File: src/rtl/snax_cgra_tcdm_adapter_if.sv
// snax_cgra_tcdm_adapter_if
//   Bundles the CGRA data-memory channels (write address/data, read address,
//   read data) and the TCDM request/response channels for all ports.
//   Per-port fields are packed flat, port p occupying slice [p*W +: W].
// Modports:
//   slave  - the adapter's view: consumes CGRA requests and TCDM responses,
//            produces CGRA read data and TCDM requests.
//   master - the surrounding environment (CGRA array + TCDM interconnect).
interface snax_cgra_tcdm_adapter_if #(
  parameter int NumPorts      = 4,
  parameter int CgraAddrWidth = 6,
  parameter int TCDMAddrWidth = 48,
  parameter int DataWidth     = 64,
  parameter int PayloadWidth  = 16
) ();
  logic [NumPorts-1:0]                 recv_waddr_en;
  logic [NumPorts*CgraAddrWidth-1:0]   recv_waddr_msg;
  logic [NumPorts-1:0]                 recv_wdata_en;
  logic [NumPorts*PayloadWidth-1:0]    recv_wdata_payload;
  logic [NumPorts-1:0]                 recv_wdata_pred;
  logic [NumPorts-1:0]                 recv_w_rdy;
  logic [NumPorts-1:0]                 recv_raddr_en;
  logic [NumPorts*CgraAddrWidth-1:0]   recv_raddr_msg;
  logic [NumPorts-1:0]                 recv_raddr_rdy;
  logic [NumPorts-1:0]                 send_rdata_en;
  logic [NumPorts*PayloadWidth-1:0]    send_rdata_payload;
  logic [NumPorts-1:0]                 send_rdata_pred;
  logic [NumPorts-1:0]                 send_rdata_rdy;
  logic [NumPorts-1:0]                 tcdm_req_write;
  logic [NumPorts*TCDMAddrWidth-1:0]   tcdm_req_addr;
  logic [NumPorts*DataWidth-1:0]       tcdm_req_data;
  logic [NumPorts*DataWidth/8-1:0]     tcdm_req_strb;
  logic [NumPorts-1:0]                 tcdm_req_q_valid;
  logic [NumPorts-1:0]                 tcdm_req_q_ready;
  logic [NumPorts-1:0]                 tcdm_rsp_p_valid;
  logic [NumPorts*DataWidth-1:0]       tcdm_rsp_p_data;

  modport slave (
    input  recv_waddr_en, recv_waddr_msg, recv_wdata_en, recv_wdata_payload,
           recv_wdata_pred, recv_raddr_en, recv_raddr_msg, send_rdata_rdy,
           tcdm_req_q_ready, tcdm_rsp_p_valid, tcdm_rsp_p_data,
    output recv_w_rdy, recv_raddr_rdy, send_rdata_en, send_rdata_payload,
           send_rdata_pred, tcdm_req_write, tcdm_req_addr, tcdm_req_data,
           tcdm_req_strb, tcdm_req_q_valid
  );

  modport master (
    output recv_waddr_en, recv_waddr_msg, recv_wdata_en, recv_wdata_payload,
           recv_wdata_pred, recv_raddr_en, recv_raddr_msg, send_rdata_rdy,
           tcdm_req_q_ready, tcdm_rsp_p_valid, tcdm_rsp_p_data,
    input  recv_w_rdy, recv_raddr_rdy, send_rdata_en, send_rdata_payload,
           send_rdata_pred, tcdm_req_write, tcdm_req_addr, tcdm_req_data,
           tcdm_req_strb, tcdm_req_q_valid
  );
endinterface

File: src/rtl/snax_cgra_tcdm_adapter.sv
// snax_cgra_tcdm_adapter
//   Per-port bridge from CGRA en/rdy memory channels to SNAX TCDM ports:
//   one-entry write and read request buffers, write-first arbitration,
//   base-relative byte addressing, credit-limited reads and a response FIFO
//   so TCDM read data is never lost while the CGRA stalls.
// Ports:
//   clk_i, rst_ni   clock, asynchronous active-low reset
//   enable_i        gates acceptance of new CGRA requests only
//   base_addr_i     byte base of the CGRA data memory
//   busy_o          any buffered request, read in flight or queued response
//   bus             snax_cgra_tcdm_adapter_if.slave (all per-port channels)
// Optional feature macro SNAX_CGRA_TCDM_PERF_EN adds:
//   perf_clr_i, perf_wr_cnt_o, perf_rd_cnt_o (per-port 32-bit counters of
//   accepted TCDM writes/reads).
module snax_cgra_tcdm_adapter #(
  parameter int NumPorts      = 4,
  parameter int CgraAddrWidth = 6,
  parameter int TCDMAddrWidth = 48,
  parameter int DataWidth     = 64,
  parameter int PayloadWidth  = 16,
  parameter int RspDepth      = 2
) (
  input  logic                     clk_i,
  input  logic                     rst_ni,
  input  logic                     enable_i,
  input  logic [TCDMAddrWidth-1:0] base_addr_i,
  output logic                     busy_o,
`ifdef SNAX_CGRA_TCDM_PERF_EN
  input  logic                     perf_clr_i,
  output logic [NumPorts*32-1:0]   perf_wr_cnt_o,
  output logic [NumPorts*32-1:0]   perf_rd_cnt_o,
`endif
  snax_cgra_tcdm_adapter_if.slave  bus
);
  localparam int StrbWidth = DataWidth / 8;
  localparam int OffWidth  = $clog2(StrbWidth);
  localparam int CntWidth  = $clog2(RspDepth + 1);
  localparam int PtrWidth  = (RspDepth > 1) ? $clog2(RspDepth) : 1;

  function automatic logic [StrbWidth-1:0] payload_strb();
    logic [StrbWidth-1:0] m;
    m = '0;
    for (int i = 0; i < PayloadWidth / 8; i++) m[i] = 1'b1;
    return m;
  endfunction

  function automatic logic [PtrWidth-1:0] ptr_inc(input logic [PtrWidth-1:0] ptr);
    return (int'(ptr) == RspDepth - 1) ? '0 : ptr + PtrWidth'(1);
  endfunction

  logic                     wb_valid   [NumPorts];
  logic [TCDMAddrWidth-1:0] wb_addr    [NumPorts];
  logic [PayloadWidth-1:0]  wb_payload [NumPorts];
  logic                     rb_valid   [NumPorts];
  logic [TCDMAddrWidth-1:0] rb_addr    [NumPorts];
  // cred_used counts reads from capture until their data is popped, so it
  // covers the read buffer, TCDM in-flight reads and FIFO occupancy together.
  logic [CntWidth-1:0]      cred_used  [NumPorts];
  logic [CntWidth-1:0]      inflight   [NumPorts];
  logic [CntWidth-1:0]      fifo_cnt   [NumPorts];
  logic [PtrWidth-1:0]      wr_ptr     [NumPorts];
  logic [PtrWidth-1:0]      rd_ptr     [NumPorts];
  logic [PayloadWidth-1:0]  fifo_mem   [NumPorts][RspDepth];

  logic [NumPorts-1:0] w_rdy, r_rdy, w_load, r_cap, wr_fire, rd_fire, push, pop;
  logic [TCDMAddrWidth-1:0] w_byte [NumPorts];
  logic [TCDMAddrWidth-1:0] r_byte [NumPorts];

  always_comb begin
    busy_o = 1'b0;
    for (int p = 0; p < NumPorts; p++) begin
      // Readies are gated by rst_ni so they read 0 while reset is asserted.
      w_rdy[p]  = rst_ni & enable_i & ~wb_valid[p];
      r_rdy[p]  = rst_ni & enable_i & ~rb_valid[p] & (cred_used[p] < CntWidth'(RspDepth));
      // pred=0 writes are handshaken but never loaded into the buffer.
      w_load[p] = bus.recv_waddr_en[p] & bus.recv_wdata_en[p] & bus.recv_wdata_pred[p] & w_rdy[p];
      r_cap[p]  = bus.recv_raddr_en[p] & r_rdy[p];
      wr_fire[p] = wb_valid[p] & bus.tcdm_req_q_ready[p];
      rd_fire[p] = ~wb_valid[p] & rb_valid[p] & bus.tcdm_req_q_ready[p];
      // Responses with nothing outstanding (e.g. after reset) are dropped.
      push[p]   = bus.tcdm_rsp_p_valid[p] & (inflight[p] != '0);
      pop[p]    = (fifo_cnt[p] != '0) & bus.send_rdata_rdy[p];
      w_byte[p] = base_addr_i + (TCDMAddrWidth'(bus.recv_waddr_msg[p*CgraAddrWidth +: CgraAddrWidth]) << OffWidth);
      r_byte[p] = base_addr_i + (TCDMAddrWidth'(bus.recv_raddr_msg[p*CgraAddrWidth +: CgraAddrWidth]) << OffWidth);
      busy_o = busy_o | wb_valid[p] | rb_valid[p] | (inflight[p] != '0) | (fifo_cnt[p] != '0);
    end
  end

  always_comb begin
    bus.recv_w_rdy         = w_rdy;
    bus.recv_raddr_rdy     = r_rdy;
    bus.send_rdata_en      = pop;
    bus.send_rdata_pred    = pop;
    bus.send_rdata_payload = '0;
    bus.tcdm_req_write     = '0;
    bus.tcdm_req_q_valid   = '0;
    bus.tcdm_req_addr      = '0;
    bus.tcdm_req_data      = '0;
    bus.tcdm_req_strb      = '0;
    for (int p = 0; p < NumPorts; p++) begin
      bus.send_rdata_payload[p*PayloadWidth +: PayloadWidth] = fifo_mem[p][rd_ptr[p]];
      bus.tcdm_req_write[p]   = wb_valid[p];
      bus.tcdm_req_q_valid[p] = wb_valid[p] | rb_valid[p];
      bus.tcdm_req_addr[p*TCDMAddrWidth +: TCDMAddrWidth] = wb_valid[p] ? wb_addr[p] : rb_addr[p];
      bus.tcdm_req_data[p*DataWidth +: DataWidth] = wb_valid[p] ? DataWidth'(wb_payload[p]) : '0;
      bus.tcdm_req_strb[p*StrbWidth +: StrbWidth] = wb_valid[p] ? payload_strb() : '0;
    end
  end

  always_ff @(posedge clk_i or negedge rst_ni) begin
    if (!rst_ni) begin
      for (int p = 0; p < NumPorts; p++) begin
        wb_valid[p] <= 1'b0;  wb_addr[p] <= '0;  wb_payload[p] <= '0;
        rb_valid[p] <= 1'b0;  rb_addr[p] <= '0;
        cred_used[p] <= '0;   inflight[p] <= '0;  fifo_cnt[p] <= '0;
        wr_ptr[p] <= '0;      rd_ptr[p] <= '0;
        for (int d = 0; d < RspDepth; d++) fifo_mem[p][d] <= '0;
      end
    end else begin
      for (int p = 0; p < NumPorts; p++) begin
        if (w_load[p]) begin
          wb_valid[p]   <= 1'b1;
          wb_addr[p]    <= w_byte[p];
          wb_payload[p] <= bus.recv_wdata_payload[p*PayloadWidth +: PayloadWidth];
        end else if (wr_fire[p]) begin
          wb_valid[p] <= 1'b0;
        end
        if (r_cap[p]) begin
          rb_valid[p] <= 1'b1;
          rb_addr[p]  <= r_byte[p];
        end else if (rd_fire[p]) begin
          rb_valid[p] <= 1'b0;
        end
        cred_used[p] <= cred_used[p] + CntWidth'(r_cap[p]) - CntWidth'(pop[p]);
        inflight[p]  <= inflight[p] + CntWidth'(rd_fire[p]) - CntWidth'(push[p]);
        fifo_cnt[p]  <= fifo_cnt[p] + CntWidth'(push[p]) - CntWidth'(pop[p]);
        if (push[p]) begin
          fifo_mem[p][wr_ptr[p]] <= bus.tcdm_rsp_p_data[p*DataWidth +: PayloadWidth];
          wr_ptr[p] <= ptr_inc(wr_ptr[p]);
        end
        if (pop[p]) rd_ptr[p] <= ptr_inc(rd_ptr[p]);
      end
    end
  end

`ifdef SNAX_CGRA_TCDM_PERF_EN
  logic [31:0] perf_wr [NumPorts];
  logic [31:0] perf_rd [NumPorts];

  always_ff @(posedge clk_i or negedge rst_ni) begin
    if (!rst_ni) begin
      for (int p = 0; p < NumPorts; p++) begin
        perf_wr[p] <= '0;
        perf_rd[p] <= '0;
      end
    end else begin
      for (int p = 0; p < NumPorts; p++) begin
        if (perf_clr_i) begin
          perf_wr[p] <= '0;
          perf_rd[p] <= '0;
        end else begin
          perf_wr[p] <= perf_wr[p] + 32'(wr_fire[p]);
          perf_rd[p] <= perf_rd[p] + 32'(rd_fire[p]);
        end
      end
    end
  end

  always_comb begin
    for (int p = 0; p < NumPorts; p++) begin
      perf_wr_cnt_o[p*32 +: 32] = perf_wr[p];
      perf_rd_cnt_o[p*32 +: 32] = perf_rd[p];
    end
  end
`endif
endmodule

File: src/flat_wrapper.sv
// flat-port wrapper written by rule: the top's interface ports become plain ports
module snax_cgra_tcdm_adapter_flat 
#(
  parameter int NumPorts      = 4,
  parameter int CgraAddrWidth = 6,
  parameter int TCDMAddrWidth = 48,
  parameter int DataWidth     = 64,
  parameter int PayloadWidth  = 16,
  parameter int RspDepth      = 2
)
  (clk_i, rst_ni, enable_i, base_addr_i, busy_o, bus_recv_waddr_en, bus_recv_waddr_msg, bus_recv_wdata_en, bus_recv_wdata_payload, bus_recv_wdata_pred, bus_recv_raddr_en, bus_recv_raddr_msg, bus_send_rdata_rdy, bus_tcdm_req_q_ready, bus_tcdm_rsp_p_valid, bus_tcdm_rsp_p_data, bus_recv_w_rdy, bus_recv_raddr_rdy, bus_send_rdata_en, bus_send_rdata_payload, bus_send_rdata_pred, bus_tcdm_req_write, bus_tcdm_req_addr, bus_tcdm_req_data, bus_tcdm_req_strb, bus_tcdm_req_q_valid);
  snax_cgra_tcdm_adapter_if #(.NumPorts(NumPorts), .CgraAddrWidth(CgraAddrWidth), .TCDMAddrWidth(TCDMAddrWidth), .DataWidth(DataWidth), .PayloadWidth(PayloadWidth)) bus_i ();
  input  logic clk_i;
  input  logic rst_ni;
  input  logic enable_i;
  input  logic [TCDMAddrWidth-1:0] base_addr_i;
  output logic busy_o;
  input wire logic [$bits(bus_i.recv_waddr_en)-1:0] bus_recv_waddr_en;
  input wire logic [$bits(bus_i.recv_waddr_msg)-1:0] bus_recv_waddr_msg;
  input wire logic [$bits(bus_i.recv_wdata_en)-1:0] bus_recv_wdata_en;
  input wire logic [$bits(bus_i.recv_wdata_payload)-1:0] bus_recv_wdata_payload;
  input wire logic [$bits(bus_i.recv_wdata_pred)-1:0] bus_recv_wdata_pred;
  input wire logic [$bits(bus_i.recv_raddr_en)-1:0] bus_recv_raddr_en;
  input wire logic [$bits(bus_i.recv_raddr_msg)-1:0] bus_recv_raddr_msg;
  input wire logic [$bits(bus_i.send_rdata_rdy)-1:0] bus_send_rdata_rdy;
  input wire logic [$bits(bus_i.tcdm_req_q_ready)-1:0] bus_tcdm_req_q_ready;
  input wire logic [$bits(bus_i.tcdm_rsp_p_valid)-1:0] bus_tcdm_rsp_p_valid;
  input wire logic [$bits(bus_i.tcdm_rsp_p_data)-1:0] bus_tcdm_rsp_p_data;
  output wire logic [$bits(bus_i.recv_w_rdy)-1:0] bus_recv_w_rdy;
  output wire logic [$bits(bus_i.recv_raddr_rdy)-1:0] bus_recv_raddr_rdy;
  output wire logic [$bits(bus_i.send_rdata_en)-1:0] bus_send_rdata_en;
  output wire logic [$bits(bus_i.send_rdata_payload)-1:0] bus_send_rdata_payload;
  output wire logic [$bits(bus_i.send_rdata_pred)-1:0] bus_send_rdata_pred;
  output wire logic [$bits(bus_i.tcdm_req_write)-1:0] bus_tcdm_req_write;
  output wire logic [$bits(bus_i.tcdm_req_addr)-1:0] bus_tcdm_req_addr;
  output wire logic [$bits(bus_i.tcdm_req_data)-1:0] bus_tcdm_req_data;
  output wire logic [$bits(bus_i.tcdm_req_strb)-1:0] bus_tcdm_req_strb;
  output wire logic [$bits(bus_i.tcdm_req_q_valid)-1:0] bus_tcdm_req_q_valid;
  assign bus_i.recv_waddr_en = bus_recv_waddr_en;
  assign bus_i.recv_waddr_msg = bus_recv_waddr_msg;
  assign bus_i.recv_wdata_en = bus_recv_wdata_en;
  assign bus_i.recv_wdata_payload = bus_recv_wdata_payload;
  assign bus_i.recv_wdata_pred = bus_recv_wdata_pred;
  assign bus_i.recv_raddr_en = bus_recv_raddr_en;
  assign bus_i.recv_raddr_msg = bus_recv_raddr_msg;
  assign bus_i.send_rdata_rdy = bus_send_rdata_rdy;
  assign bus_i.tcdm_req_q_ready = bus_tcdm_req_q_ready;
  assign bus_i.tcdm_rsp_p_valid = bus_tcdm_rsp_p_valid;
  assign bus_i.tcdm_rsp_p_data = bus_tcdm_rsp_p_data;
  assign bus_recv_w_rdy = bus_i.recv_w_rdy;
  assign bus_recv_raddr_rdy = bus_i.recv_raddr_rdy;
  assign bus_send_rdata_en = bus_i.send_rdata_en;
  assign bus_send_rdata_payload = bus_i.send_rdata_payload;
  assign bus_send_rdata_pred = bus_i.send_rdata_pred;
  assign bus_tcdm_req_write = bus_i.tcdm_req_write;
  assign bus_tcdm_req_addr = bus_i.tcdm_req_addr;
  assign bus_tcdm_req_data = bus_i.tcdm_req_data;
  assign bus_tcdm_req_strb = bus_i.tcdm_req_strb;
  assign bus_tcdm_req_q_valid = bus_i.tcdm_req_q_valid;
  snax_cgra_tcdm_adapter #(.NumPorts(NumPorts), .CgraAddrWidth(CgraAddrWidth), .TCDMAddrWidth(TCDMAddrWidth), .DataWidth(DataWidth), .PayloadWidth(PayloadWidth), .RspDepth(RspDepth)) u_core (.clk_i(clk_i), .rst_ni(rst_ni), .enable_i(enable_i), .base_addr_i(base_addr_i), .busy_o(busy_o), .bus(bus_i));
endmodule
File: config.mk
export PLATFORM = sky130hd
export DESIGN_NAME = snax_cgra_tcdm_adapter_flat
export DESIGN_NICKNAME = d
export VERILOG_FILES = /design/src/rtl/snax_cgra_tcdm_adapter_if.sv /design/src/rtl/snax_cgra_tcdm_adapter.sv /design/src/flat_wrapper.sv
export SDC_FILE = /design/constraint.sdc
export NUM_CORES = 2
export LEC_CHECK = 0
export BUFFER_PORTS_ARGS = -buffer_cell sky130_fd_sc_hd__buf_2
export CORE_AREA = 4 4 391 393
export DETAILED_ROUTE_END_ITERATION = 10
export DIE_AREA = 0 0 395 397
export PLACE_DENSITY_LB_ADDON = 0.3
export SLEW_MARGIN = 30
export SYNTH_ARGS = -nofsm -noshare
export SYNTH_HDL_FRONTEND = slang
export SYNTH_SLANG_ARGS = --single-unit
File: constraint.sdc
create_clock -name clk_i -period 2.6 [get_ports clk_i]
set_input_delay 0.13 -clock clk_i [delete_from_list [all_inputs] [get_ports clk_i]]
set_output_delay 0.13 -clock clk_i [all_outputs]
set_load 0.01 [all_outputs]
# Word level (Yosys, flattened, before mapping)
# Index checks and enable logic that the tools add are counted.
# word_totals
register_bits	616
latchBits	0
ram_bits	0
rom_bits	0
in_bits	447
out_inout_bits	569
mem_count	0
# classes
n_addsub	40
n_mul	0
n_div	0
order_cmp	16
eq_ne	0
n_shift	0
n_mux	60
bitwise_logic	83
reduce_logical	20
# ops
cell	n
48-bit by 9-bit adder with 48-bit output	8
16-bit 2-to-1 mux	20
48-bit 2-to-1 mux	4
32-bit bitwise mux	4
16-bit demux with 1-bit select	4
1-bit AND	49
2-bit nonzero test	16
2-bit by 1-bit adder with 2-bit output	12
1-bit 2-to-1 mux	24
2-bit by 1-bit subtractor with 2-bit output	12
1-bit bitwise OR	18
2-bit >= comparator (second input constant)	8
1-bit NOT with 2-bit output	8
1-bit adder (second input constant)	8
2-bit by 1-bit < comparator with 1-bit output (second input constant)	4
2-bit < comparator (second input constant)	4
2-bit 2-to-1 mux	4
1-bit NOT	8
1-bit logical AND	4

# Logic depth before layout (Yosys ltp)
# logic_depth
depth_word	15
depth_mapped	10

# Worst setup path after synthesis
# Ideal clock, no wire load.
# synth_path
path_kind	in2reg
startpoint	input port base_addr_i[10]
endpoint	register u_core.wb_addr[137] (netlist name)
setup_ps	127
arrival_time_ps	1888
required_time_ps	2473
slack_ps	585
stages	8
path_buffers	2
cell_sequence	buf_4 -> nand2_2 -> or4_4 -> nor4_4 -> buf_6 -> nand3_1 -> xor2_1 -> o21ai_2
# synth_via
elab_chain_len	1
# synth_rtl
item	line_no	text
start, declared	flat_wrapper.sv:16	input logic [TCDMAddrWidth-1:0] base_addr_i;
48-bit by 9-bit adder with 48-bit output	snax_cgra_tcdm_adapter.sv:83	w_byte[p] = base_addr_i + (TCDMAddrWidth'(bus.recv_waddr_msg[p*CgraAddrWidth +: CgraAddrWidth]) << OffWidth);
end signal, assigned by index	snax_cgra_tcdm_adapter.sv:123	wb_addr[p] <= w_byte[p];
end, declared	snax_cgra_tcdm_adapter.sv:52	logic [TCDMAddrWidth-1:0] wb_addr [NumPorts];
# No other way between the ends.
# A chain may end at the register's enable or synchronous reset.

# Worst setup path in the final report
# layout_path
startpoint	register u_core.fifo_cnt[3] (netlist name)
endpoint	output port busy_o
# layout_via
elab_chain_len	6
# layout_rtl
item	line_no	text
start, declared	snax_cgra_tcdm_adapter.sv:60	logic [CntWidth-1:0] fifo_cnt [NumPorts];
start signal, assigned by index	snax_cgra_tcdm_adapter.sv:136	fifo_cnt[p] <= fifo_cnt[p] + CntWidth'(push[p]) - CntWidth'(pop[p]);
2-bit nonzero test	snax_cgra_tcdm_adapter.sv:85	busy_o = busy_o | wb_valid[p] | rb_valid[p] | (inflight[p] != '0) | (fifo_cnt[p] != '0);
1-bit bitwise OR (5 in series)	snax_cgra_tcdm_adapter.sv:85	
end, declared	flat_wrapper.sv:17	output logic busy_o;
# No other way between the ends.

==> implementation parameters <==
Parameter                              Value

Hold path
  Hold path start    bus_recv_wdata_pred[1]
  Endpoint of the worst hold path    u_core.bus.tcdm_req_write[1]
  Min-delay worst type    input port to flop
  Number of instances on the worst hold path    4

Cells and area
  Area growth from synthesis to layout    30.93%
  Fill cell instance count of the final layout    between 15000 and 20000
  Number of nets in the layout    a little under 5000
  Number of standard cells in the final layout excluding fillers    about 6400
  Fraction of layout cells with a size suffix above 1    roughly a third

Synth
  Cell accounting for the most synthesized area    sky130_fd_sc_hd__dfrtp_1
  Cell types occupying the most area after synthesis    sky130_fd_sc_hd__dfrtp_1 (45%), sky130_fd_sc_hd__mux2_2 (15%), sky130_fd_sc_hd__xnor2_1 (6.0%)
  Multiplexer area fraction after synthesis    roughly 15%
  Share of flip-flops with an asynchronous set or reset    100.0%
  Seq cells post-synth    slightly above 600
  Dominant combinational cell family by area after synthesis    multiplexers
  Synthesized-area fraction occupied by xor and xnor cells    9.354%
  Most common library cells after synthesis    sky130_fd_sc_hd__dfrtp_1 (616), sky130_fd_sc_hd__nand2_1 (548), sky130_fd_sc_hd__mux2_2 (464), sky130_fd_sc_hd__o21ai_0 (322), sky130_fd_sc_hd__xnor2_1 (236)
  Cell area after synthesis    roughly 0.034 mm²
  Count of flip-flops with a built-in enable after synthesis    0
  Simple logic cell fraction of the synthesized area    about 12%
  Most frequent cell after synthesis    sky130_fd_sc_hd__dfrtp_1
  Sequential cell area fraction in the yosys report    between 40 and 50%
  Gate Count Post-Synth    roughly 3500
  Number of warnings issued by yosys    0
  Compound-cell area share of the yosys netlist    under 10%
  Mean cell area of the mapped netlist    between 9 and 10 µm²
  Portion of synthesized cell area occupied by the leading cell type    approximately 45%
  Most used flip-flop cell after synthesis    sky130_fd_sc_hd__dfrtp_1
  Adder-Cell Fraction of Synth Area    ~3.1%
  Number of distinct library cell variants in the gate-level netlist after synthesis    47

Clocking
  Worst skew pair latency    between 0.6 and 0.7 ns
  Clock-pin transition on the worst setup and hold timing paths    0.06 ns
  H-tree level count    3
  Number of clock sinks    616
  Cell chosen for the clock root    sky130_fd_sc_hd__clkbuf_16
  Num CTS Buffers    between 70 and 80
  CTS tree    done
  Maximum buffer depth of the clock tree    3

Timing
  Tightest Pin Transition    approximately 0.82 ns
  Achievable Freq    392.1 MHz
  Final clock period utilization by the worst path    98.09%
  Max-slew violation total from the final report    0
  RSZ-0062 raised after global routing    true
  Number of failing setup endpoints in the final timing report    0
  Least setup slack across all paths after layout    ~0.050 ns
  Final Critical Period    about 2.6 ns
  Setup TNS after final layout    0 ns
  Hold Worst Slack    just over 0.05 ns
  Number of failing hold endpoints at the final stage    0
  Slew Limit Headroom    45.25%
  Clock skew    0.03845 ns

Pwr
  Static Leakage    between 0.02 and 0.025 µW
  Power Total    ~42000 µW
  Total power divided by cell area    about 920 mW/mm²
  Maximum VDD drop    about 0.46 mV

Placed design
  Port-buffer cells    ~610
  RePlAce Congestion    approximately 0.8
  Setup WS pre-CTS    a little over 0.04 ns
  Half-perimeter wire length after placement    just under 100 mm
  Placed insts    6003

Floorplanning
  Std cell rows    142
  Initial standard-cell utilization of the core    a little under a quarter
  Top-level I/O count    between 1000 and 1500
  Height of the die    ~400 µm
  Die area    ~0.16 mm²
  Area of the core    around 0.15 mm²
  Horiz. Die Dim    between 300 and 400 µm

GRT
  Vias in the first global route    around 27000
  Largest net degree at the start of global routing    between 150 and 200
  Initial antenna violation count    23
  Global Route Usage Sum    between 10% and 20%
  Wire length of the first global-routing pass    roughly 190 mm
  Global route total overflow    0

Detailed routing
  Overall routed net length    around 140 mm
  Remaining DRCs    0
  Via-to-Cell Ratio    4.170
  Total via count after detailed routing    between 20000 and 30000
  Routed length per placed instance    ~21 µm
  Count of TritonRoute iterations in the first routing pass    5
  Residual antenna-violating net count after detailed routing    0
  Initial drt markers    about 1400

Critical path
  Setup crit start kind    flop
  Capturing element type of the critical path    output port
  Data required time of the critical path    around 2.5 ns
  Flop-to-flop setup slack    0.44 ns
  Endpoint of the lowest-slack register-to-register path    u_core.cred_used[3]
  Worst endpoint data arrival time    ~2.4 ns
  Worst-case reg-to-reg path depth    6
  Critical setup path kind    flop to output port
  Critical register-to-register path startpoint    u_core.rb_valid[1]
  Critical path peak fanout    2

Run
  Number of max-cap violations    0

Outcome
  Result of the run    finished, final reports clean
==> final cells by class <==
cell class / instances / area, µm² / share of cell area, %
Antenna cell: 12 / 30.03 / 0.06656
Clock buffer: 109 / 2197 / 4.870
Clock inverter: 27 / 447.9 / 0.9929
Inverter: 58 / 217.7 / 0.4826
Multi-Input combinational cell: 2557 / 17080 / 37.87
Sequential cell: 616 / 15430 / 34.20
Tap cell: 2016 / 2522 / 5.591
Timing Repair Buffer: 1001 / 7184 / 15.93
==> report_power, final <==
| group | internal (µW) | leakage (µW) | switching, µW |
|---|---|---|---|
| logic | 6940 | 0.0116 | 8120 |
| registers | 13200 | 0.00760 | 1980 |
| clock network | 6660 | 0.00129 | 4710 |
| total | 26800 | 0.0205 | 14800 |
==> repair_timing <==
action,4_1_cts,5_1_grt
hold buffers,241,0
endpoints found under the hold margin,835,0
setup buffers,0,2
pin swaps,0,2
resized for setup,1,2
setup endpoints to repair,1,1
==> layout by cell type (no fill, tap or decap), drive strengths merged, types with 27 or more instances in the layout <==
cell type	count
buf	760
dfrtp	616
nand2	549
mux2	464
o21ai	388
dlygate4sd3	241
xnor2	236
conb	216
nor2	183
xor2	132
clkbuf	109
and2	75
ha	72
nor3	66
inv	61
nand3	27
==> worst max-delay path: stages, from the launching register on <==
cell	delay, ns
sky130_fd_sc_hd__dfrtp_1	0.38
sky130_fd_sc_hd__or4_4	0.55
sky130_fd_sc_hd__or4_1	0.42
sky130_fd_sc_hd__nor2_1	0.13
sky130_fd_sc_hd__nand3_1	0.10
sky130_fd_sc_hd__buf_6	0.16
==> how the worst max path moves through the flow <==
stage                       startpoint                   to  slack [ns]  cells past startpoint
finish              u_core.fifo_cnt[3]               busy_o        0.05                      5
global route        u_core.fifo_cnt[3]               busy_o       -0.05                      5
CTS                 u_core.inflight[6]               busy_o       -0.04                      5
detailed placement      base_addr_i[3]   u_core.wb_addr[25]        0.04                     12
global placement        base_addr_i[3]   u_core.wb_addr[23]        0.05                     12
floorplan              base_addr_i[10]  u_core.wb_addr[137]        0.58                      8
==> registers in the layout, indices dropped and copies added (netlist names), 8 cells and up <==
register and count:
u_core.fifo_cnt 8, u_core.inflight 8, u_core.rb_addr 192, u_core.wb_addr 192
u_core.wb_payload 64, u_core.cred_used 8, u_core.fifo_mem 128
==> through the flow <==
step                      util (%)  area [µm²]
after floorplan                  -       35260
after global placement       26.73       39940
after detailed placement     26.73       39940
after CTS                    30.12       45000
after global routing         30.18       45100
final                        30.19       45110
==> cells by family (layout without fill, tap and decap cells) <==
family,after synthesis,count (layout)
and+or+nand+nor,965,965
DFF,616,616
other,1,228
adders and majority gates,80,80
buffers and inverters,497,1195
xor gates and xnor gates,368,368
AOI/OAI and AO/OA,464,464
muxes,464,464
==> per-layer routing <==
metal / share of wire (%) / up-vias / wire [µm] / GRT usage (%)
li1: - / 12779 / - / -
met1: 44 / 12998 / 59850 / 21.78
met2: 47 / 734 / 64030 / 27.93
met3: 6.6 / 149 / 9006 / 4.503
met4: 2.4 / 14 / 3335 / 4.643
met5: 0.067 / - / 92 / 0
(Power assumes the default switching activity.)
